[src/rtl/ifetch_if.sv]
// Bundle of the fetch controller's memory port, decode port, redirect port
// and status outputs. The controller binds the master modport; whatever
// models memory, decode and the branch unit binds the slave modport.
//
// Handshakes:
//   imem_req/imem_ack : imem_req rises with imem_addr and both stay stable
//                       until the cycle where imem_ack=1 (which may be the
//                       first request cycle). imem_rdata is only sampled in
//                       an ack cycle. Only one request is ever outstanding.
//   inst_valid/inst_ready : a word moves to decode in a cycle where both are
//                       1. While inst_valid=1 and inst_ready=0, inst and
//                       inst_pc hold their values.
interface ifetch_if #(
    parameter int ADDR_W = 64
);
    logic              imem_req;
    logic [ADDR_W-1:0] imem_addr;
    logic              imem_ack;
    logic [31:0]       imem_rdata;
    logic              inst_valid;
    logic              inst_ready;
    logic [31:0]       inst;
    logic [ADDR_W-1:0] inst_pc;
    logic              redirect_valid;
    logic [ADDR_W-1:0] redirect_pc;
    logic              halted;
    logic              fault;
    logic [31:0]       fetch_count;
    logic [2:0]        dbg_state;

    modport master (
        output imem_req, imem_addr, inst_valid, inst, inst_pc,
               halted, fault, fetch_count, dbg_state,
        input  imem_ack, imem_rdata, inst_ready, redirect_valid, redirect_pc
    );

    modport slave (
        input  imem_req, imem_addr, inst_valid, inst, inst_pc,
               halted, fault, fetch_count, dbg_state,
        output imem_ack, imem_rdata, inst_ready, redirect_valid, redirect_pc
    );
endinterface

[src/rtl/ifetch_controller.sv]
// Instruction fetch sequencer: owns the PC, issues word fetches to a
// variable-latency memory, hands each word to decode, and handles branch
// redirects (including squashing a fetch already in flight), end of
// memory and bad redirect targets.
module ifetch_controller #(
    parameter int                ADDR_W    = 64,
    parameter logic [ADDR_W-1:0] RESET_PC  = '0,
    parameter int                MEM_BYTES = 32
) (
    input  logic     clk,
    input  logic     rst,
    ifetch_if.master bus
);

    typedef enum logic [2:0] {
        S_FETCH = 3'd0,
        S_VALID = 3'd1,
        S_DRAIN = 3'd2,
        S_HALT  = 3'd3,
        S_FAULT = 3'd4
    } state_t;

    state_t            state_q, state_d;
    logic [ADDR_W-1:0] pc_q, pc_d;
    logic [ADDR_W-1:0] drain_addr_q, drain_addr_d;
    logic [31:0]       inst_q, inst_d;
    logic [ADDR_W-1:0] inst_pc_q, inst_pc_d;
    logic [31:0]       count_q, count_d;

    logic xfer;
    logic redirect_ok;

    // A word at address a is fetchable when its last byte a+3 lies inside
    // the memory. The sum is formed one bit wider so addresses near the
    // top of the address space cannot wrap around and look in range.
    function automatic logic in_range(input logic [ADDR_W-1:0] a);
        logic [ADDR_W:0] last_byte;
        last_byte = {1'b0, a} + (ADDR_W+1)'(3);
        return last_byte < (ADDR_W+1)'(MEM_BYTES);
    endfunction

    assign xfer        = (state_q == S_VALID) && bus.inst_ready;
    assign redirect_ok = (bus.redirect_pc[1:0] == 2'b00) && in_range(bus.redirect_pc);

    // State and datapath registers with synchronous reset.
    always_ff @(posedge clk) begin
        if (rst) begin
            state_q      <= S_FETCH;
            pc_q         <= RESET_PC;
            drain_addr_q <= '0;
            inst_q       <= '0;
            inst_pc_q    <= '0;
            count_q      <= '0;
        end else begin
            state_q      <= state_d;
            pc_q         <= pc_d;
            drain_addr_q <= drain_addr_d;
            inst_q       <= inst_d;
            inst_pc_q    <= inst_pc_d;
            count_q      <= count_d;
        end
    end

    // Next-state logic. A redirect beats every other event in the same
    // cycle; the only thing that still happens alongside it is counting a
    // decode transfer that completes in that cycle.
    always_comb begin
        state_d      = state_q;
        pc_d         = pc_q;
        drain_addr_d = drain_addr_q;
        inst_d       = inst_q;
        inst_pc_d    = inst_pc_q;
        count_d      = xfer ? (count_q + 32'd1) : count_q;

        case (state_q)
            S_FETCH: begin
                if (bus.redirect_valid) begin
                    pc_d = bus.redirect_pc;
                    if (!redirect_ok) begin
                        state_d = S_FAULT;
                    end else if (bus.imem_ack) begin
                        // Data for the old PC arrived this cycle: drop it.
                        state_d = S_FETCH;
                    end else begin
                        // Request still in flight: keep presenting the old
                        // address until memory answers, then discard.
                        state_d      = S_DRAIN;
                        drain_addr_d = pc_q;
                    end
                end else if (bus.imem_ack) begin
                    inst_d    = bus.imem_rdata;
                    inst_pc_d = pc_q;
                    pc_d      = pc_q + ADDR_W'(4);
                    state_d   = S_VALID;
                end
            end

            S_VALID: begin
                if (bus.redirect_valid) begin
                    pc_d    = bus.redirect_pc;
                    state_d = redirect_ok ? S_FETCH : S_FAULT;
                end else if (xfer) begin
                    state_d = in_range(pc_q) ? S_FETCH : S_HALT;
                end
            end

            S_DRAIN: begin
                if (bus.redirect_valid) begin
                    // Latest redirect wins; the old request still drains.
                    pc_d = bus.redirect_pc;
                    if (!redirect_ok) begin
                        state_d = S_FAULT;
                    end else if (bus.imem_ack) begin
                        state_d = S_FETCH;
                    end
                end else if (bus.imem_ack) begin
                    state_d = S_FETCH;
                end
            end

            S_HALT, S_FAULT: begin
                if (bus.redirect_valid) begin
                    pc_d    = bus.redirect_pc;
                    state_d = redirect_ok ? S_FETCH : S_FAULT;
                end
            end

            default: begin
                state_d = S_FETCH;
            end
        endcase
    end

    // Outputs are decoded from registered state only.
    always_comb begin
        bus.imem_req    = (state_q == S_FETCH) || (state_q == S_DRAIN);
        bus.imem_addr   = (state_q == S_DRAIN) ? drain_addr_q : pc_q;
        bus.inst_valid  = (state_q == S_VALID);
        bus.inst        = inst_q;
        bus.inst_pc     = inst_pc_q;
        bus.halted      = (state_q == S_HALT);
        bus.fault       = (state_q == S_FAULT);
        bus.fetch_count = count_q;
        bus.dbg_state   = state_q;
    end

endmodule

[src/flat_wrapper.sv]
// flat-port wrapper written by rule: the top's interface ports become plain ports
module ifetch_controller_flat 
#(
    parameter int                ADDR_W    = 64,
    parameter logic [ADDR_W-1:0] RESET_PC  = '0,
    parameter int                MEM_BYTES = 32
)
  (clk, rst, bus_imem_req, bus_imem_addr, bus_inst_valid, bus_inst, bus_inst_pc, bus_halted, bus_fault, bus_fetch_count, bus_dbg_state, bus_imem_ack, bus_imem_rdata, bus_inst_ready, bus_redirect_valid, bus_redirect_pc);
  ifetch_if #(.ADDR_W(ADDR_W)) bus_i ();
  input  logic clk;
  input  logic rst;
  output wire logic [$bits(bus_i.imem_req)-1:0] bus_imem_req;
  output wire logic [$bits(bus_i.imem_addr)-1:0] bus_imem_addr;
  output wire logic [$bits(bus_i.inst_valid)-1:0] bus_inst_valid;
  output wire logic [$bits(bus_i.inst)-1:0] bus_inst;
  output wire logic [$bits(bus_i.inst_pc)-1:0] bus_inst_pc;
  output wire logic [$bits(bus_i.halted)-1:0] bus_halted;
  output wire logic [$bits(bus_i.fault)-1:0] bus_fault;
  output wire logic [$bits(bus_i.fetch_count)-1:0] bus_fetch_count;
  output wire logic [$bits(bus_i.dbg_state)-1:0] bus_dbg_state;
  input wire logic [$bits(bus_i.imem_ack)-1:0] bus_imem_ack;
  input wire logic [$bits(bus_i.imem_rdata)-1:0] bus_imem_rdata;
  input wire logic [$bits(bus_i.inst_ready)-1:0] bus_inst_ready;
  input wire logic [$bits(bus_i.redirect_valid)-1:0] bus_redirect_valid;
  input wire logic [$bits(bus_i.redirect_pc)-1:0] bus_redirect_pc;
  assign bus_imem_req = bus_i.imem_req;
  assign bus_imem_addr = bus_i.imem_addr;
  assign bus_inst_valid = bus_i.inst_valid;
  assign bus_inst = bus_i.inst;
  assign bus_inst_pc = bus_i.inst_pc;
  assign bus_halted = bus_i.halted;
  assign bus_fault = bus_i.fault;
  assign bus_fetch_count = bus_i.fetch_count;
  assign bus_dbg_state = bus_i.dbg_state;
  assign bus_i.imem_ack = bus_imem_ack;
  assign bus_i.imem_rdata = bus_imem_rdata;
  assign bus_i.inst_ready = bus_inst_ready;
  assign bus_i.redirect_valid = bus_redirect_valid;
  assign bus_i.redirect_pc = bus_redirect_pc;
  ifetch_controller #(.ADDR_W(ADDR_W), .RESET_PC(RESET_PC), .MEM_BYTES(MEM_BYTES)) u_core (.clk(clk), .rst(rst), .bus(bus_i));
endmodule
[config.mk]
export PLATFORM = sky130hd
export DESIGN_NAME = ifetch_controller_flat
export DESIGN_NICKNAME = d
export VERILOG_FILES = /design/src/rtl/ifetch_if.sv /design/src/rtl/ifetch_controller.sv /design/src/flat_wrapper.sv
export SDC_FILE = /design/constraint.sdc
export NUM_CORES = 1
export LEC_CHECK = 0
export ABC_AREA = 1
export CAP_MARGIN = 20
export CELL_PAD_IN_SITES_DETAIL_PLACEMENT = 0
export CELL_PAD_IN_SITES_GLOBAL_PLACEMENT = 1
export CORE_ASPECT_RATIO = 2
export CORE_MARGIN = 2
export CORE_UTILIZATION = 40
export CTS_BUF_LIST = sky130_fd_sc_hd__clkbuf_2 sky130_fd_sc_hd__clkbuf_4 sky130_fd_sc_hd__clkbuf_8
export CTS_CLUSTER_SIZE = 40
export DETAILED_ROUTE_END_ITERATION = 10
export GPL_TIMING_DRIVEN = 0
export PLACE_DENSITY_LB_ADDON = 0.1
export SYNTH_ARGS = -nofsm -noshare
export SYNTH_HDL_FRONTEND = slang
export SYNTH_SLANG_ARGS = --single-unit
[constraint.sdc]
create_clock -name clk -period 3.47 [get_ports clk]
set_input_delay 0.694 -clock clk [delete_from_list [all_inputs] [get_ports clk]]
set_output_delay 0.694 -clock clk [all_outputs]
set_load 0.01 [all_outputs]
==> impl_results.md, run 1 <==
* H-tree levels at 2
* Final layout net count at roughly 3.2k
* Clk_lat worst skew at 630 ps
* Syn avg cell area at ~6 sq um
* Via count at 20.1k
* Maximum Capacitance Violations at 0
* CP Launch Type: flop
* Ys Warns at 0
* Sequential fraction of the synthesis area at 0.319
* Design area at between 20,000 and 25,000 sq um
* Syn_nets at between 2k and 3k
* Post-DR wirelength/cell at between 20 and 25 um
* Worst min path class: reg -> reg
* Clock Sink Count at about 260
* Share of post-route cells with drive strength above 1 at 0.0631
* Worst Max-Slew Pin Slew at around 1100 ps
* Cts bufs inserted at 40
* Core ar. at around 40,000 sq um
* Post-synth ARST share at 0
* P&R area growth vs syn at 29.4%
* Total track usage at 0.399
* Iteration-0 DRC count of the detailed router at roughly 1.5k
* Final Hold Vio Count at 0
* Final HPWL DP at 70,400 um
* Endpoints failing setup at 0
* Fillers at approximately 4.3k
* Slew margin rel. at 0.282
* GRT overflow at 0
* Initial DRT Pass Iterations at 5
* Final Max Tran Viols at 0
* Root Driver: clkbuf_8
* # hold bufs at CTS at 0
* Max Clock Skew at ~38 ps
* Netlist cell types at 43
* Initial antenna violation count at 5
* Largest net degree at the start of global routing at 12
* Critical path arrival at approximately 2700 ps
* Vias in the first global route at between 15k and 20k
* Post-DRT Antenna Nets at 0
* Critical-path maximum fanout at 10
* Die extent in y at 289 um
* Most common cell after layout, fill and taps aside: nand2_1
* Initial core utilization at 0.405
* Commonest non-fill, non-tap cells in the layout: 669 x nand2_1, 377 x nor2_1, 289 x inv_1
* GR Layer Usage met1 at 0.360
* P per Cell Area at around 390 nW/um^2
* Met2 usage at 0.731
* Flop and latch count out of synthesis at about 260
* Peak VDD IR at around 0.29 mV
* Crit end category: output pin
* Area post-placement at around 20,000 sq um
* Grt met3 use at 0.0715
* Gate Count Post-Synth at about 2.7k
* Status: complete, no violations
* I/O Buffers at ~300
* Fmax at between 0.2 and 0.3 GHz
* CTS tree: yes
* Tcrit/Tclk final at 0.981
* Most Used Layer, Global Route: met2
* Via density at roughly 5.6
* Die ar. at 42,400 sq um
* Final min period at 3410 ps
* Die width at 147 um
* Total Wirelength at just under 90,000 um
* Setup Crit Path Kind: reg -> out
* FP Rows at 104
* Required @ worst endpoint at about 2800 ps
* Maximum clock insertion buffer count at 3
* Post-synth EDFFs at 0
* Post-synth top flop: dfxtp_1
* DRC viols at 0
* Clock transition at path regs at 70 ps
* # IOs at 300
* First-pass GRT wire length at 123,000 um
* RSZ-0062 raised after global routing: true
* Pleak at around 0.008 uW
* Setup tns final at 0 ps
* Global placement routability congestion at 1.16
* Synth Cell Area at 16,300 sq um
==> flip-flops by register name (all words and copies together), names as in the netlist <==
signal and count:
u_core.bus.dbg_state 3, u_core.pc_q 64, u_core.drain_addr_q 64, u_core.bus.inst 32, u_core.bus.fetch_count 32, u_core.bus.inst_pc 64
==> layout make-up <==
class | count | area (sq um) | area share
Antenna cell | 2 | 5.00 | 0.000238
Tap cell | 530 | 663 | 0.0315
Sequential cell | 259 | 5190 | 0.247
Timing Repair Buffer | 306 | 3080 | 0.146
Inverter | 294 | 1100 | 0.0524
Clock inverter | 8 | 85.1 | 0.00404
Clock buffer | 58 | 729 | 0.0347
Multi-Input combinational cell | 2020 | 9580 | 0.455
Buffer | 129 | 623 | 0.0296
==> power by group <==
group	internal, uW	switching, uW	leakage [uW]
combinational	741	1240	0.00532
sequential	3150	216	0.00212
clock	1430	1340	0.000426
==> per-layer routing <==
layer | part of all wire | vias to the layer above
li1 | - | 9454
met3 | 0.066 | 418
met2 | 0.51 | 1029
met4 | 0.12 | 4
met5 | 0.00023 | -
met1 | 0.31 | 9224
==> stage by stage <==
step | worst slack (ps) | hold slack (ps) | cells | utilization | total power [uW]
final | 65.0 | 447 | 3606 | 0.523 | 8120
after global routing | -13.7 | 471 | 3605 | 0.523 | 8340
after CTS | 1.37 | 449 | 3606 | 0.519 | 8060
after detailed placement | -1320 | 439 | 3538 | 0.496 | 5350
after global placement | -1290 | 435 | 3537 | 0.495 | 5330
after floorplan | 933 | 425 | 2709 | - | 4270
==> critical path, stage by stage, from the launching register on <==
cell and delay, ps:
dfxtp_2 360, nor2_1 150, nand2_1 120, clkbuf_4 290, clkbuf_1 250, o21ai_0 310
clkdlybuf4s50_1 610
==> final timing paths <==
path,slack [ps],endpoint,start,depth (start not counted)
setup / recovery,60,bus_imem_addr[39],u_core.bus.dbg_state[2]$_SDFFE_PP0P_,6
hold reg to reg,450,u_core.drain_addr_q[12]$_SDFFE_PP0P_,u_core.drain_addr_q[12]$_SDFFE_PP0P_,2
hold / removal,450,u_core.drain_addr_q[12]$_SDFFE_PP0P_,u_core.drain_addr_q[12]$_SDFFE_PP0P_,2
setup reg to reg,90,u_core.bus.dbg_state[1]$_SDFFE_PP0P_,u_core.pc_q[17]$_SDFFE_PP0P_,17
==> cells by family (layout without fill, tap and decap cells) <==
kind of cell	after synthesis	after routing	share of synthesized area
other	0	2	0
and+or+nand+nor	1353	1353	0.345
DFF	259	259	0.319
buffers and inverters	430	795	0.106
xor gates and xnor gates	69	69	0.0371
adders and majority gates	2	2	0.00154
AOI/OAI and AO/OA	596	596	0.192
==> Yosys cell counts (all sizes together), types with 3 or more instances <==
master | instances | share of area
nor3b | 5 | 0.0023
o211ai | 17 | 0.0078
nor2 | 437 | 0.11
o21ai | 330 | 0.10
a21oi | 207 | 0.064
xor2 | 64 | 0.034
o21bai | 5 | 0.0023
a31oi | 13 | 0.0050
nand4 | 48 | 0.018
a211oi | 15 | 0.0069
buf | 21 | 0.011
clkbuf | 115 | 0.027
nand2 | 682 | 0.16
and2 | 3 | 0.0012
nand3 | 122 | 0.038
inv | 292 | 0.067
nor3 | 43 | 0.014
xnor2 | 5 | 0.0027
nor4 | 10 | 0.0038
dfxtp | 259 | 0.32
==> repair_timing <==
| action | CTS | global route |
|---|---|---|
| setup buffers | 3 | 4 |
| resized for setup | 50 | 57 |
| pin swaps | 3 | 4 |
| endpoints found under the setup margin | 137 | 126 |
(Power assumes the default switching activity.)
==> run 2, diff against run 1 <==
--- a/config.mk
+++ b/config.mk
@@ -11,8 +11,7 @@
 export CELL_PAD_IN_SITES_GLOBAL_PLACEMENT = 1
 export CORE_ASPECT_RATIO = 2
 export CORE_MARGIN = 2
-export CORE_UTILIZATION = 40
-export CTS_BUF_LIST = sky130_fd_sc_hd__clkbuf_2 sky130_fd_sc_hd__clkbuf_4 sky130_fd_sc_hd__clkbuf_8
+export CORE_UTILIZATION = 39
 export CTS_CLUSTER_SIZE = 40
 export DETAILED_ROUTE_END_ITERATION = 10
 export GPL_TIMING_DRIVEN = 0
==> impl_results.md, run 2 (same netlist as run 1, synthesis figures left out) <==
* GR Layer Usage met1 at 0.364
* Final Hold Vio Count at 0
* Reg2Reg Depth at 9
* P per Cell Area at between 300 and 400 nW/um^2
* Maximum clock insertion buffer count at 3
* Switch Pwr at around 2800 uW
* Critical path buffers and inverters at 3
* Final worst slack at -83.0 ps
* R2R Path End: u_core.pc_q[8]$_SDFFE_PP0P_
* Iteration-0 DRC count of the detailed router at ~1.5k
* Clock group share of total power at 0.364
* Hold Startpoint: u_core.drain_addr_q[58]$_SDFFE_PP0P_
* Setup Crit Path Kind: reg -> reg
* Area post-placement at approximately 20,000 sq um
* Slew margin rel. at 0.201
* Hold EP: u_core.drain_addr_q[58]$_SDFFE_PP0P_
* R2r startpoint: u_core.bus.dbg_state[1]$_SDFFE_PP0P_
* Die extent in y at 293 um
* Endpoints failing setup at 1
* Initial core utilization at 0.396
* Die ar. at ~43,000 sq um
* Largest net degree at the start of global routing at 16
* Via count at roughly 20k
* CTS tree: yes
* Fillers at around 4.3k
* Met2 usage at 0.733
* Crit end category: flop
* Failing checks: design-rule violations, negative setup slack
* Worst min path class: reg -> reg
* Pleak at 0.00798 uW
* Post-DR wirelength/cell at ~25 um
* Total track usage at 0.408
* CP Launch Type: flop
* Die width at around 150 um
* Root Driver: clkbuf_16
* Design area at approximately 21,000 sq um
* Most Used Layer, Global Route: met2
* Worst hold path depth at 2
* Vias in the first global route at 20.0k
* Clock Sink Count at about 260
* Worst reg2reg setup slack at -80 ps
* Critical-path maximum fanout at 10
* Post-DRT Antenna Nets at 0
* Core ar. at just over 40,000 sq um
* DRC viols at 1
* Global placement routability congestion at between 1 and 1.5
* Fmax at between 0.2 and 0.3 GHz
* FP Rows at 105
* P&R area growth vs syn at 30.7%
* Worst path slowest cell: o21ai_1
* Peak VDD IR at roughly 0.36 mV
* Critical path arrival at between 4000 and 5000 ps
* Post-Place Worst Slack at -1350 ps
* Share of post-route cells with drive strength above 1 at 0.0718
* Final min period at about 3600 ps
* H-tree levels at 1
* I/O Buffers at ~300
* Critical path cell sequence: nor2_1 -> inv_1 -> nor2_1 -> o21ai_1 -> clkinv_1 -> clkbuf_1 -> o21ai_0 -> a21oi_1 -> a211oi_1
* Required @ worst endpoint at around 4000 ps
* Commonest non-fill, non-tap cells in the layout: 660 x nand2_1, 360 x nor2_1, 289 x inv_1
* Via density at 5.64
* Max Clock Skew at ~17 ps
* Top delay family on crit path: compound AO/OA/AOI/OAI gates
* Most common cell after layout, fill and taps aside: nand2_1
* Grt met3 use at 0.0579
* # IOs at 300
* Setup tns final at -83.0 ps
* Worst Max-Slew Pin Slew at between 1000 and 1500 ps
* Tcrit/Tclk final at 1.02
* Final HPWL DP at around 75,000 um
* Status: complete, but fails checks
* CP peak stage delay at 780 ps
* Final Max Tran Viols at 0
* Total Wirelength at 91,000 um
* Final layout net count at between 3k and 4k
* Antenna cell count at 0
* Clk_lat worst skew at ~560 ps
* Clock transition at path regs at approximately 70 ps
* Pint at about 5700 uW
* Initial DRT Pass Iterations at 9
* GRT overflow at 0
* Cts bufs inserted at 25
* First-pass GRT wire length at approximately 130,000 um
* Most frequent CP cell: nor2_1
* Reg power frac at 0.402
* Combinational group share of total power at 0.234
* Sw frac at 0.330
* Maximum Capacitance Violations at 0
* Initial antenna violation count at 1
-- run 2: changes by cell type in the layout (fill, tap and decap cells not counted), moves of 8 or more --
cell / delta
nor2_1: -17
clkdlybuf4s50_1: -9
clkbuf_4: -11
dfxtp_2: +14
nand2_1: -9
dfxtp_1: -15
nor2_4: +10
clkbuf_8: -44
buf_4: +8
clkbuf_16: +25
-- run 2: metrics by stage --
step            util  hold WS (ps)  power (uW)  cells
5_1_grt        0.517           470        8700   3587
6_report       0.517           453        8470   3587
4_1_cts        0.512           453        8430   3585
3_5_place_dp   0.485           443        5380   3543
2_1_floorplan      -           425        4270   2709
3_3_place_gp   0.485           435        5360   3542
-- run 2: per-layer routing --
metal	vias up	routed length (um)
li1	9431	-
met3	449	4880
met4	2	12500
met1	9309	28100
met5	-	16
met2	1051	45500
-- run 2: worst max-delay path by stage --
stage	startpoint	to	slack [ps]	cells past startpoint
finish	u_core.bus.dbg_state[1]$_SDFFE_PP0P_	u_core.pc_q[8]$_SDFFE_PP0P_	-80	9
global route	u_core.bus.dbg_state[2]$_SDFFE_PP0P_	bus_imem_addr[38]	-0.07	6
floorplan	bus_redirect_pc[1]	u_core.drain_addr_q[13]$_SDFFE_PP0P_	930	19
CTS	u_core.pc_q[2]$_SDFFE_PP0P_	u_core.bus.dbg_state[1]$_SDFFE_PP0P_	0.9	16
global placement	bus_redirect_pc[1]	u_core.drain_addr_q[40]$_SDFFE_PP0P_	-1350	20
detailed placement	bus_redirect_pc[1]	u_core.drain_addr_q[41]$_SDFFE_PP0P_	-1350	20
-- run 2: timing repair --
| action | 4_1_cts | 5_1_grt |
|---|---|---|
| buffers inserted | 4 | 7 |
| resized for setup | 96 | 84 |
| hold buffers | 0 | 0 |
| gates cloned | 0 | 0 |
| pin swaps | 6 | 11 |
| setup endpoints to repair | 181 | 110 |
-- run 2: cell type report --
| class | instances | area [sq um] | area share |
|---|---|---|---|
| buffer | 124 | 597 | 0.0281 |
| multi-input combinational | 2020 | 9710 | 0.457 |
| tap | 535 | 669 | 0.0315 |
| clock inverter | 12 | 194 | 0.00912 |
| sequential | 259 | 5210 | 0.245 |
| inverter | 294 | 1100 | 0.0519 |
| clock buffer | 33 | 696 | 0.0327 |
| timing repair buffer | 310 | 3090 | 0.145 |
-- run 2: power by group through the flow --
stage	registers [uW]	clock network, uW	logic [uW]
global placement	3400	0	1960
finish	3400	3080	1990
floorplan	3360	0	911
CTS	3370	3100	1970
detailed placement	3410	0	1980
global route	3410	3180	2110
-- run 2: worst reg2reg max path: stages (launching register included) --
cell      delay (ps)
dfxtp_1          450
nor2_1           100
inv_1             80
nor2_1            60
o21ai_1          780
clkinv_1         530
clkbuf_1         410
o21ai_0          760
a21oi_1          110
a211oi_1         190
